`src/rtl/button_repeat.sv`:
```
// -----------------------------------------------------------------------------
// button_repeat
//
// Turns a clean, debounced button level into one-cycle event pulses:
// a press pulse on an accepted rising edge, a release pulse when that press
// ends, and auto-repeat pulses while the button is held (first one
// HOLD_CYCLES after the press, then every REPEAT_CYCLES).
//
// Ports
//   clk            system clock, the only clock
//   reset          synchronous, active-high reset
//   level          debounced button level, synchronous to clk (1 = pressed)
//   en             event enable; 0 aborts any tracked press silently
//   press_pulse    one-cycle pulse on an accepted press
//   release_pulse  one-cycle pulse on release of an accepted press
//   repeat_pulse   one-cycle auto-repeat pulse
//   held           high while a press is being tracked
//   rep_cnt        repeats in the current press, saturating at 255
//
// States
//   state  | meaning
//   -------+-----------------------------------------------------------
//   IDLE   | no press tracked; waiting for an enabled rising edge
//   HOLD   | press accepted; timing the initial hold delay
//   REPEAT | hold delay elapsed; issuing periodic repeat pulses
// -----------------------------------------------------------------------------
module button_repeat #(
    parameter int HOLD_CYCLES   = 25000000,
    parameter int REPEAT_CYCLES = 5000000,
    parameter int CW            = 25
) (
    input  logic       clk,
    input  logic       reset,
    input  logic       level,
    input  logic       en,
    output logic       press_pulse,
    output logic       release_pulse,
    output logic       repeat_pulse,
    output logic       held,
    output logic [7:0] rep_cnt
);

    typedef enum logic [1:0] {
        IDLE   = 2'd0,
        HOLD   = 2'd1,
        REPEAT = 2'd2
    } state_t;

    // The counter runs down to zero and fires on the cycle it is found at
    // zero, so a load of N-1 gives a pulse spacing of exactly N cycles.
    localparam logic [CW-1:0] HOLD_LOAD   = CW'(HOLD_CYCLES - 1);
    localparam logic [CW-1:0] REPEAT_LOAD = CW'(REPEAT_CYCLES - 1);
    localparam logic [CW-1:0] CNT_ONE     = {{(CW-1){1'b0}}, 1'b1};

    state_t        state_q;
    state_t        state_nxt;
    logic [CW-1:0] cnt_q;
    logic [CW-1:0] cnt_nxt;
    logic          level_d;
    logic          press_nxt;
    logic          release_nxt;
    logic          repeat_nxt;
    logic          held_nxt;
    logic [7:0]    rep_cnt_nxt;
    logic [7:0]    rep_cnt_inc;
    logic          rise;
    logic          cnt_tc;

    assign rise        = level & ~level_d;
    assign cnt_tc      = (cnt_q == '0);
    assign rep_cnt_inc = (rep_cnt == 8'hFF) ? 8'hFF : rep_cnt + 8'd1;

    always_comb begin
        state_nxt   = state_q;
        cnt_nxt     = cnt_q;
        press_nxt   = 1'b0;
        release_nxt = 1'b0;
        repeat_nxt  = 1'b0;
        rep_cnt_nxt = rep_cnt;

        if (!en) begin
            // Aborted press: drop straight to IDLE, no release, keep rep_cnt.
            state_nxt = IDLE;
            cnt_nxt   = '0;
        end else begin
            case (state_q)
                IDLE: begin
                    if (rise) begin
                        state_nxt   = HOLD;
                        cnt_nxt     = HOLD_LOAD;
                        press_nxt   = 1'b1;
                        rep_cnt_nxt = 8'd0;
                    end
                end

                HOLD: begin
                    // Release is checked first so it wins over a repeat
                    // that would fire in the same cycle.
                    if (!level) begin
                        state_nxt   = IDLE;
                        cnt_nxt     = '0;
                        release_nxt = 1'b1;
                    end else if (cnt_tc) begin
                        state_nxt   = REPEAT;
                        cnt_nxt     = REPEAT_LOAD;
                        repeat_nxt  = 1'b1;
                        rep_cnt_nxt = rep_cnt_inc;
                    end else begin
                        cnt_nxt = cnt_q - CNT_ONE;
                    end
                end

                REPEAT: begin
                    if (!level) begin
                        state_nxt   = IDLE;
                        cnt_nxt     = '0;
                        release_nxt = 1'b1;
                    end else if (cnt_tc) begin
                        cnt_nxt     = REPEAT_LOAD;
                        repeat_nxt  = 1'b1;
                        rep_cnt_nxt = rep_cnt_inc;
                    end else begin
                        cnt_nxt = cnt_q - CNT_ONE;
                    end
                end

                default: begin
                    state_nxt = IDLE;
                    cnt_nxt   = '0;
                end
            endcase
        end

        held_nxt = (state_nxt != IDLE);
    end

    always_ff @(posedge clk) begin
        if (reset) begin
            state_q       <= IDLE;
            cnt_q         <= '0;
            // Treat the button as already pressed so a button held through
            // reset needs a genuine release/press before it counts.
            level_d       <= 1'b1;
            press_pulse   <= 1'b0;
            release_pulse <= 1'b0;
            repeat_pulse  <= 1'b0;
            held          <= 1'b0;
            rep_cnt       <= 8'd0;
        end else begin
            state_q       <= state_nxt;
            cnt_q         <= cnt_nxt;
            level_d       <= level;
            press_pulse   <= press_nxt;
            release_pulse <= release_nxt;
            repeat_pulse  <= repeat_nxt;
            held          <= held_nxt;
            rep_cnt       <= rep_cnt_nxt;
        end
    end

endmodule

```
`config.mk`:
```
export PLATFORM = sky130hd
export DESIGN_NAME = button_repeat
export DESIGN_NICKNAME = d
export VERILOG_FILES = /design/src/rtl/button_repeat.sv
export SDC_FILE = /design/constraint.sdc
export NUM_CORES = 1
export LEC_CHECK = 0
export ABC_AREA = 1
export CORE_ASPECT_RATIO = 1.5
export CORE_UTILIZATION = 64
export DETAILED_ROUTE_END_ITERATION = 10
export PLACE_DENSITY = 0.88
export SETUP_SLACK_MARGIN = 0.3
export SLEW_MARGIN = 0
export SYNTH_ARGS = -nofsm -noshare
export SYNTH_HDL_FRONTEND = slang
export SYNTH_SLANG_ARGS = --single-unit
export TNS_END_PERCENT = 1
```
`constraint.sdc`:
```
create_clock -name clk -period 3 [get_ports clk]
set_input_delay 0.3 -clock clk [delete_from_list [all_inputs] [get_ports clk]]
set_output_delay 0.3 -clock clk [all_outputs]
set_load 0.005 [all_outputs]
```
==> key figures <==
Finish
  – Share of cells above drive strength 1: a little under an eighth
  – Final Core Density: about three quarters
  – Antenna cells: 0
  – Final Net Count: approximately 430
  – Filler cell count in the final layout: between 300 and 400
  – Area of the multi-input gates: 1560 µm²
  – Area delta synth->final: 9.847%
  – Register area: between 800 and 900 µm²

Clocking
  – Clk sinks: 40
  – H-tree depth: 2
  – Bufs on Longest Clock Path: 2
  – Clock root buffer: clkbuf_8
  – Post-CTS Resized: 0
  – Clk pin slew, worst setup/hold paths: ~0.080 ns
  – Post-CTS Repair Setup Buffers: 0
  – CTS Buf Count: 5
  – Post-CTS Hold Buffers: 0
  – Clk_lat worst skew: 0.30 ns
  – TritonCTS clock tree: built

Global route
  – Antenna violations before repair: 0
  – Largest net degree at the start of global routing: 19
  – First-pass GRT wire length: ~10,000 µm
  – All-Layer GR Usage: a little under a third
  – Number of global-route vias before repair: 2,440
  – Gr ovfl total: 0

Routing
  – Detailed Route WL: roughly 6200 µm
  – Iter 0 DRT Violations: approximately 90
  – Antenna-violating nets left: 0
  – Post-route DRC: 0
  – Vias per cell: between 5 and 6
  – Drt wl/cell: 13.34 µm
  – Total number of vias: ~2,600
  – Detailed Routing Iterations Pass 1: 4

Power
  – Pwr Density: 403.7 nW/µm²
  – Leakage power: between 1 and 1.5 nW
  – Peak supply drop: approximately 0.36 mV

Place
  – Placer Congestion: around 0.9
  – Port Buf Inserts: 15
  – Dpl hpwl: 4718 µm

Floorplan
  – Die H: around 80 µm
  – DIE WIDTH: 54.22 µm
  – Initial core utilization: between 60% and 70%
  – Top Ports: 16
  – # rows: 28
  – Core box area: 3924 µm²
  – Die area: around 4400 µm²

Setup path
  – Slowest CP cell: ha_1
  – CP Launch Type: flop
  – Crit path capture type: flop
  – Largest delay share family, worst path: simple AND/OR/NAND/NOR gates
  – Critical path cell sequence: inv_1, ha_1, nand2_1, inv_2, nand3_4, clkinv_2, nand2_1, inv_2, nand3_1, nand2_1, nand2_1, nand2_1
  – CP arrival: about 2.2 ns
  – Cell mode on critical path: nand2_1
  – Critical Path Fanout Max: 9
  – CP Buf/Inv Count: 4
  – Critical path class: flop to flop
  – Max incr delay on CP: 0.48 ns
  – Worst EP required: 3.25 ns

Yosys
  – Main combinational cell family by area after synthesis: simple AND/OR/NAND/NOR gates
  – Synth warn: 0
  – Syn_area_per_cell: between 6 and 7 µm²
  – Mux share of post-synthesis cell area: 0%
  – Seq/Total Area, Yosys: a little under a third
  – Post-synthesis instance area: between 2000 and 3000 µm²
  – Cell count after synthesis: 406
  – Compound-Gate Fraction of Synth Area: 11.09%
  – Syn_nets: approximately 420
  – Adder-Cell Fraction of Synth Area: approximately 3.3%
  – Yosys reg bits: 40
  – Simple-gate area share of the yosys netlist: 44.50%
  – Post-synthesis xor/xnor area fraction: less than 1%
  – Post-synth cell types: 37

STA
  – Slew headroom: approximately three quarters
  – Setup Skew: ~0.0053 ns
  – RSZ-0062 raised after global routing: no
  – Fmax: 515.9 MHz
  – Fin crit share: 64.61%
  – # setup viols final: 0
  – Final Hold Viols: 0
  – Slew Viols, Final: 0
  – Fin crit period: 1.938 ns
  – Setup TNS: 0 ns
  – Slew @ Worst Pin: 0.4002 ns

Hold path
  – Min-Delay Path Class: flop to flop

Run status
  – Status: finished clean

Flow run
  – Max_cap viols: 0
==> cells in the mapped netlist, drive strengths merged <==
master	instances	share of area [%]
a21oi	27	5.9
a22o	1	0.33
a22oi	1	0.29
a31oi	1	0.24
and2	3	0.72
and3	1	0.24
buf	5	1.1
clkinv	1	0.19
dfxtp	40	31
ha	7	3.3
inv	59	8.5
nand2	119	18
nand3	33	7.6
nand3b	2	0.57
nand4	13	3.3
nor2	63	12
nor3	6	1.1
nor3b	1	0.48
o211ai	1	0.29
o21ai	17	3.3
o21bai	2	0.57
o22ai	1	0.24
xnor2	1	0.33
xor2	1	0.33
==> cells in the final DEF, fill, tap and decap left out, types with 7 or more instances in the layout <==
cell type,netlist,routed
a21oi_1,22,22
clkdlybuf4s50_1,0,15
dfxtp_1,40,40
ha_1,7,7
inv_1,55,55
nand2_1,107,107
nand2_2,11,11
nand3_1,29,29
nand4_1,12,12
nor2_1,50,50
o21ai_0,16,16
==> cell type report <==
cell class	instances	area share, %
multi-input combinational	301	54.26
sequential	40	27.85
inverter	60	7.876
timing repair buffer	15	5.222
clock buffer	5	2.393
tap	45	1.958
clock inverter	2	0.4352
==> per-stage QoR <==
| step | std cells | power (mW) | cell area [µm²] | hold slack [ns] | worst slack, ns |
|---|---|---|---|---|---|
| 2_1_floorplan | 406 | 0.7624 | 2618 | 0.3966 | 1.372 |
| 3_3_place_gp | 461 | 0.8096 | 2794 | 0.4824 | 0.9027 |
| 3_5_place_dp | 461 | 0.8159 | 2794 | 0.4796 | 0.8305 |
| 4_1_cts | 468 | 1.162 | 2875 | 0.4932 | 1.081 |
| 5_1_grt | 468 | 1.209 | 2875 | 0.5248 | 0.9063 |
| 6_report | 468 | 1.161 | 2875 | 0.4952 | 1.062 |
==> routing by layer <==
| layer | vias to the layer above | track usage (%) | share of wire, % |
|---|---|---|---|
| met5 | - | 0 | 0 |
| met4 | 0 | 19.49 | 4.3 |
| met3 | 27 | 5.871 | 4.0 |
| met2 | 72 | 56.22 | 53 |
| met1 | 1184 | 32.01 | 38 |
| li1 | 1323 | - | - |
==> worst reg2reg max path: stages, from the launching register on <==
cell and delay [ns]:
dfxtp_1 0.36, inv_1 0.10, ha_1 0.48, nand2_1 0.11
inv_2 0.11, nand3_4 0.12, clkinv_2 0.13, nand2_1 0.09
inv_2 0.11, nand3_1 0.08, nand2_1 0.07, nand2_1 0.06
nand2_1 0.06
==> report_power, final <==
group	internal (mW)	total [mW]	leakage (nW)	switching (mW)
clock network	0.157	0.351	0.0400	0.193
registers	0.541	0.553	0.324	0.0117
logic	0.0836	0.258	0.983	0.174
total	0.782	1.16	1.35	0.379
==> cells by family after synthesis <==
kind of cell	after synthesis
and+or+nand+nor	241
buffers and inverters	65
AOI/OAI and AO/OA	51
DFF	40
adders and majority gates	7
xor gates and xnor gates	2
==> path summary, 6_finish.rpt <==
path               from   endpoint  slack (ns)  cells after the start
max          state_q[0]  cnt_q[20]        1.06                     12
min           cnt_q[12]  cnt_q[12]        0.50                      2
max reg2reg  state_q[0]  cnt_q[20]        1.06                     12
min reg2reg   cnt_q[12]  cnt_q[12]        0.50                      2
==> flip-flops by register name, summed over array words and instances (netlist names) <==
signal	flops
cnt_q	25
release_pulse	1
held	1
repeat_pulse	1
level_d	1
press_pulse	1
rep_cnt	8
state_q	2
No activity file was read; power rests on OpenSTA's default activity.
